$ cat config.mk
export PLATFORM = sky130hd
export DESIGN_NAME = viterbi_job_arbiter
export DESIGN_NICKNAME = d
export VERILOG_FILES = /design/src/rtl/viterbi_job_arbiter.sv
export SDC_FILE = /design/constraint.sdc
export NUM_CORES = 1
export LEC_CHECK = 0
export ABC_CLOCK_PERIOD_IN_PS = 3200
export CAP_MARGIN = 15
export CORE_MARGIN = 3
export CORE_UTILIZATION = 46
export DETAILED_ROUTE_END_ITERATION = 10
export PLACE_DENSITY = 0.89
export SLEW_MARGIN = 20
export SYNTH_ARGS = -nofsm -noshare
export SYNTH_HDL_FRONTEND = slang
export SYNTH_SLANG_ARGS = --single-unit
$ cat constraint.sdc
create_clock -name clk -period 3.2 [get_ports clk]
set_input_delay 0.32 -clock clk [delete_from_list [all_inputs] [get_ports clk]]
set_output_delay 0.32 -clock clk [all_outputs]
set_load 0.1 [all_outputs]
$ cat src/rtl/viterbi_job_arbiter.sv
// viterbi_job_arbiter: round-robin sharing of one viterbi decoder among N_REQ
// codeword sources, with a watchdog on each job and a valid/ready response port.
module viterbi_job_arbiter #(
    parameter int N_REQ   = 4,
    parameter int ID_W    = 2,
    parameter int TIMEOUT = 64,
    parameter int CNT_W   = 7,
    localparam int unsigned CW_W   = 16,
    localparam int unsigned BYTE_W = 8
) (
    input  logic                   clk,
    input  logic                   rst,
    input  logic [N_REQ-1:0]       req_valid,
    input  logic [CW_W*N_REQ-1:0]  req_data,
    output logic [N_REQ-1:0]       req_ready,
    output logic                   dec_en,
    output logic [CW_W-1:0]        dec_data,
    input  logic [BYTE_W-1:0]      dec_odata,
    input  logic                   dec_done,
    output logic                   rsp_valid,
    input  logic                   rsp_ready,
    output logic [BYTE_W-1:0]      rsp_data,
    output logic [ID_W-1:0]        rsp_id,
    output logic                   rsp_err,
    output logic                   busy,
    output logic [BYTE_W-1:0]      err_cnt
);

    typedef enum logic [1:0] {
        IDLE = 2'd0,
        RUN  = 2'd1,
        RESP = 2'd2,
        GAP  = 2'd3
    } state_t;

    state_t           state;
    logic [ID_W-1:0]  last_gnt;
    logic [CNT_W-1:0] wdog;

    logic             found;
    logic [ID_W-1:0]  gnt_idx;
    logic [CW_W-1:0]  sel_data;

    // Round-robin pick: first valid requester after the last one served.
    always_comb begin
        found   = 1'b0;
        gnt_idx = '0;
        for (int k = 1; k <= N_REQ; k++) begin
            for (int i = 0; i < N_REQ; i++) begin
                if (!found && req_valid[i] && (((int'(last_gnt) + k) % N_REQ) == i)) begin
                    found   = 1'b1;
                    gnt_idx = ID_W'(i);
                end
            end
        end
    end

    // Codeword of the selected requester.
    always_comb begin
        sel_data = '0;
        for (int i = 0; i < N_REQ; i++) begin
            if (gnt_idx == ID_W'(i)) begin
                sel_data = req_data[CW_W*i +: CW_W];
            end
        end
    end

    // Accept pulse is asserted in the transfer cycle itself, so it follows req_valid.
    always_comb begin
        req_ready = '0;
        for (int i = 0; i < N_REQ; i++) begin
            if (state == IDLE && found && gnt_idx == ID_W'(i)) begin
                req_ready[i] = 1'b1;
            end
        end
    end

    // Job sequencer: grant, run decoder under watchdog, respond, one idle gap.
    always_ff @(posedge clk or negedge rst) begin
        if (!rst) begin
            state     <= IDLE;
            last_gnt  <= ID_W'(N_REQ - 1);
            wdog      <= '0;
            dec_en    <= 1'b0;
            dec_data  <= '0;
            rsp_valid <= 1'b0;
            rsp_data  <= '0;
            rsp_id    <= '0;
            rsp_err   <= 1'b0;
            busy      <= 1'b0;
            err_cnt   <= '0;
        end else begin
            case (state)
                IDLE: begin
                    if (found) begin
                        dec_data <= sel_data;
                        rsp_id   <= gnt_idx;
                        wdog     <= '0;
                        dec_en   <= 1'b1;
                        busy     <= 1'b1;
                        state    <= RUN;
                    end
                end
                RUN: begin
                    wdog <= wdog + CNT_W'(1);
                    if (dec_done) begin
                        rsp_data  <= dec_odata;
                        rsp_err   <= 1'b0;
                        rsp_valid <= 1'b1;
                        dec_en    <= 1'b0;
                        state     <= RESP;
                    end else if (wdog == CNT_W'(TIMEOUT - 1)) begin
                        rsp_data  <= '0;
                        rsp_err   <= 1'b1;
                        rsp_valid <= 1'b1;
                        dec_en    <= 1'b0;
                        if (err_cnt != {BYTE_W{1'b1}}) begin
                            err_cnt <= err_cnt + BYTE_W'(1);
                        end
                        state     <= RESP;
                    end
                end
                RESP: begin
                    if (rsp_ready) begin
                        last_gnt  <= rsp_id;
                        wdog      <= '0;
                        rsp_valid <= 1'b0;
                        state     <= GAP;
                    end
                end
                GAP: begin
                    busy  <= 1'b0;
                    state <= IDLE;
                end
                default: begin
                    state <= IDLE;
                end
            endcase
        end
    end

endmodule

# == After elaboration in Yosys (flattened, before gate mapping) ==
# Cells that the tools add are included.
# W data, S select, Z words.
# classes
mul,0
magnitude_cmp,0
eq_ne,23
bitwise,5
div,0
n_shift,0
n_addsub,6
n_reduce_logical,75
muxes,59
# op_table
cell,count
$logic_not A32 Y1,4
$mux W16,4
$logic_and A1 B1 Y1,36
$mux W2,18
$mux W1,28
$eq A3 B3 Y1 const B,8
$pmux W7 S3,1
$mux W8,2
$logic_not A1 Y1,15
$mux W7,2
$eq A3 B2 Y1 const B,4
$reduce_and A3 Y1,4
$add A8 B1 Y8 const B,1
$eq A2 B2 Y1 const B,4
$ne A8 B8 Y1 const B,1
$pmux W2 S4,1
$reduce_and A2 Y1,4
$reduce_bool A2 Y1,4
$reduce_or A2 Y1,4
$add A7 B1 Y7 const B,1
$eq A7 B6 Y1 const B,1
$pmux W1 S2,3
$add A2 B1 Y2 const B,2
$add A2 B2 Y2 const B,2
other kinds (8),14
# word_totals
elab_cells,179
romBits,0
memories,0
output_inout_bits,42
ramBits,0
latchBits,0
in_bits,80
regBits,49

# == Longest topological paths before layout ==
# depth
depth_word,71
depth_mapped,8
mapped_depth_nobuf,6

# == Worst setup path before layout ==
# No wires, ideal clock.
# synth_path
path_type,register to output
startpoint,register last_gnt[1]
endpoint,output req_ready[0]
arrival_time_ns,3.494
stages_incl_launch_ff,7
n_path_buf,2
t_required_ns,2.880
slack_ns,-0.614
cell_sequence,dfstp_2 > buf_2 > inv_1 > o31ai_4 > buf_2 > o221ai_1 > nor3_1
# synth_via
elab_chain_len,69
elab_cells_between_ends,109
cone_classes,add/sub (4); eq/ne (12); mux (32); bitwise (4); reduce/logical (57)
# synth_rtl
item,line_no,source
start: declaration,37,logic [ID_W-1:0] last_gnt;
start signal: assignment,82,last_gnt <= ID_W'(N_REQ - 1);
start signal: assignment,125,last_gnt <= rsp_id;
$add A2 B1 Y2,50,if (!found && req_valid[i] && (((int'(last_gnt) + k) % N_REQ) == i)) begin
$reduce_or A2 Y1 (no line),-,
$and A1 B1 Y1 (no line),-,
$logic_not A32 Y1,50,
$logic_and A1 B1 Y1,50,
$mux W1,50,
$logic_not A1 Y1,50,
$logic_and A1 B1 Y1 (2 in a row),50,
[50 not listed],-,
$logic_and A1 B1 Y1 (2 in a row),50,
$mux W1,50,
$logic_not A1 Y1,50,
$logic_and A1 B1 Y1 (2 in a row),50,
$mux W2 / $mux W1 (equally long branches),50,
$logic_not A2 Y1 / $logic_and A1 B1 Y1 (equally long branches),72,if (state == IDLE && found && gnt_idx == ID_W'(i)) begin
$logic_and A1 B1 Y1 (*),72,
$mux W1 (*),72,
end: declaration,15,"output logic [N_REQ-1:0] req_ready,"
# Every way passes the cells marked *; elsewhere a longest branch is shown, timed or not.

# == Worst setup path in the final report ==
# layout_path
startpoint,input req_valid[3]
endpoint,output req_ready[0]
# layout_via
elab_chain_len,54
elab_cells_between_ends,68
cone_classes,mux (27); reduce/logical (41)
# layout_rtl
item,line_no,source
start: declaration,13,"input logic [N_REQ-1:0] req_valid,"
$logic_and A1 B1 Y1 (2 in a row),50,
$mux W1,50,
$logic_not A1 Y1,50,
$logic_and A1 B1 Y1 (2 in a row),50,
$mux W1,50,
$logic_not A1 Y1,50,
$logic_and A1 B1 Y1 (2 in a row),50,
$mux W1,50,
[33 not listed],-,
$logic_and A1 B1 Y1 (2 in a row),50,
$mux W1,50,
$logic_not A1 Y1,50,
$logic_and A1 B1 Y1 (2 in a row),50,
$mux W2 / $mux W1 (equally long branches),50,
$logic_not A2 Y1 / $logic_and A1 B1 Y1 (equally long branches),72,
$logic_and A1 B1 Y1 (*),72,
$mux W1 (*),72,
# Marked as above.

==> results.sh <==
export IMPL_end_kind="output pin"
export IMPL_die_x_um=83.6
export IMPL_critPathArrivalTime_ps=2530
export IMPL_finalHoldViolations=0
export IMPL_power_switching_mw=2.47
export IMPL_fmax_ghz=0.351
export IMPL_crit_slowest_cell="o31ai_4"
export IMPL_post_cts_resized=0
export IMPL_ir_worst_vdd_mv=0.998
export IMPL_via_per_inst=6.01
export IMPL_start_kind="input port"
export IMPL_path_delay_family="compound AO/OA/AOI/OAI gates"
export IMPL_status="finished clean"
export IMPL_fin_crit_ps=2850
export IMPL_path_cells="clkdlybuf4s50_1 -> and2b_1 -> o31ai_4 -> o221ai_1 -> nor3_2 -> buf_12"
export IMPL_leakagePower_nw=1.67
export IMPL_syn_mean_instance_area_um2=9.93
export IMPL_diodes=0
export IMPL_async_flop_share_pct=100
export IMPL_die_area_um2=6990
export IMPL_synthCells=279
export IMPL_cts_setup_buffers=0
export IMPL_cts_hold_buffers=1
export IMPL_yosys_area_top_type_share_pct=42.4
export IMPL_synth_cell_types=50
export IMPL_tightest_slew_ps=1010
export IMPL_port_buffers=121
export IMPL_overflow=0
export IMPL_path_class="input port to output pin"
export IMPL_dp_cells=457
export IMPL_grt_pass1_vias=2802
export IMPL_synth_edff_count=0
export IMPL_crit_buf_inv=2
export IMPL_setup_tns_ps=0
export IMPL_clk_latency_ps=310
export IMPL_die_y_um=83.6
export IMPL_pwr_share_comb_pct=67.9
export IMPL_synth_area_leaders="dfrtp_1, a221oi_1, o221ai_1, a22o_1, a21oi_1"
export IMPL_antenna_found_initial=0
export IMPL_layoutNonFillerInstCount=466
export IMPL_cpPeakStageDelay_ps=630
export IMPL_tritoncts="done"
export IMPL_intPower_mw=1.83
export IMPL_wl_um=8670
export IMPL_p_per_area_nw_per_um2=1040
export IMPL_start_util_pct=48.8
export IMPL_whs_ps=506
export IMPL_root_buffer="clkbuf_8"
export IMPL_yosysWarnings=0
export IMPL_syn2layout_area_growth_pct=48.7
export IMPL_num_rows=27
export IMPL_setup_viol=0
export IMPL_synthFlopType="dfrtp_1"
export IMPL_grt_start_max_net_pins=32
export IMPL_ant_nets=0
export IMPL_pre_cts_slack_ps=368
export IMPL_cts_made_buffers=5
export IMPL_dp_hpwl_um=6570
export IMPL_drtIter0Drc=262
export IMPL_crit_required_ps=2880
export IMPL_clockBufferDepth=2
export IMPL_dr_total_vias=2800
export IMPL_drc_errors=0
export IMPL_htree_num_levels=2
export IMPL_cts_sinks=49
export IMPL_synth_nets=366
export IMPL_drive_above_1_share_pct=9.14
export IMPL_synth_seq_area_share_pct=44.3
export IMPL_sw_frac_of_total_pct=57.5
export IMPL_gp_congestion=0.862
export IMPL_cp_max_fo=17
export IMPL_core_area_um2=5680
export IMPL_post_drt_wl_per_cell_um=18.6
export IMPL_grt_pass1_wl_um=13700
export IMPL_first_pass_iters=5
export IMPL_yosys_cell_count_top_type="dfrtp_1"
export IMPL_finClkSkew_ps=8.51
export IMPL_synth_top_cell_by_area="dfrtp_1"
export IMPL_max_cap_viol_count=0
export IMPL_total_power_mw=4.30
export IMPL_ios=122
export IMPL_power_frac_seq_pct=23.6
export IMPL_rsz0062_at_grt="false"
export IMPL_dpl_cell_area_um2=4030
export IMPL_fin_area_um2=4120
export IMPL_fin_crit_sh_pct=89.1
export IMPL_nets=480
export IMPL_synth_seq_cells=49
export IMPL_syn_area_um2=2770
export IMPL_fin_ws_ps=350
export IMPL_slew_viol_final=0
export IMPL_hold_class="register to register"
export IMPL_final_util_pct=72.6
export IMPL_track_usage_pct=24.3
export IMPL_clkSlewWorstSetupHoldPaths_ps=90
export IMPL_slew_headroom_pct=32.3
export IMPL_clock_power_share_pct=8.5
export IMPL_synthTopCellsByCount="dfrtp_1, nor2_1, a21oi_1"
==> power groups by stage <==
| stage | registers (mW) | logic, mW | clock network [mW] |
|---|---|---|---|
| after floorplan | 2.20 | 1.00 | 0 |
| after global placement | 1.01 | 2.86 | 0 |
| after detailed placement | 1.02 | 2.92 | 0 |
| after CTS | 1.01 | 2.92 | 0.378 |
| after global routing | 1.04 | 3.06 | 0.401 |
| final | 1.01 | 2.92 | 0.367 |
==> cells in the final DEF, fill, tap and decap left out, types with 2 or more instances in the layout <==
master and instances:
nand4_1 3, a221o_1 2, or3_1 2, dfrtp_1 47, o22ai_1 14, buf_12 3, nor3_1 5, nand3_1 2
clkbuf_8 5, a221oi_1 16, inv_1 5, a32oi_1 2, mux2_2 4, and3_1 5, a22o_1 12, a21oi_1 20
o221ai_1 15, ha_1 7, nand2_1 17, o21ai_0 15, and2_1 3, nor2b_1 2, nor2_1 24, buf_4 7
nor3_2 2, clkdlybuf4s50_1 116, a21o_1 2, nand2b_1 4, xnor2_1 6, clkinv_2 2, dfstp_2 2
==> cell type report <==
type / count / area, µm²
sequential: 49 / 1230
fill: 431 / 1550
clock buffer: 5 / 68.8
multi-input combinational: 204 / 1410
tap: 72 / 90.1
clock inverter: 3 / 17.5
inverter: 5 / 18.8
timing repair buffer: 128 / 1290
==> flip-flops by register name, indices dropped and copies added (netlist names) <==
register   cells
dec_data      16
dec_en         1
rsp_data       8
err_cnt        8
rsp_err        1
rsp_valid      1
state          2
rsp_id         2
wdog           7
last_gnt       2
busy           1
==> worst register-to-register path: cells and delay by family (launching register included) <==
family          cells  cell delay, ps
simple gates        2             830
compound gates      3             740
flops               1             570
==> final timing paths <==
path / startpoint / to / slack [ps] / cells past startpoint
setup reg to reg: last_gnt[0] / dec_data[15] / 980 / 5
setup / recovery: req_valid[3] / req_ready[0] / 350 / 6
min in group asynchronous: rst / dec_data[10] / 530 / 2
max in group asynchronous: rst / last_gnt[1] / 1860 / 3
hold reg to reg: err_cnt[6] / err_cnt[6] / 510 / 1
hold / removal: err_cnt[6] / err_cnt[6] / 510 / 1
==> routing by layer <==
| metal | GRT usage (%) | part of all wire [%] |
|---|---|---|
| met1 | 30.7 | 40 |
| met2 | 39.1 | 49 |
| met3 | 4.24 | 6.2 |
| met4 | 13.7 | 4.7 |
| met5 | 0 | 0 |
==> cells by family (layout without fill, tap and decap cells) <==
group                    count (synthesis)  count (layout)  synth area share (%)
AO/OA/AOI/OAI                          107             107                  28.7
XOR/XNOR                                 7               7                  2.21
adder cells (fa/ha/maj)                  7               7                  3.16
buffers and inverters                   26             141                  5.28
flip-flops                              49              49                  44.3
multiplexers                             4               4                  1.63
AND/OR/NAND/NOR                         79              79                  14.7
No activity file was read; power rests on OpenSTA's default activity.
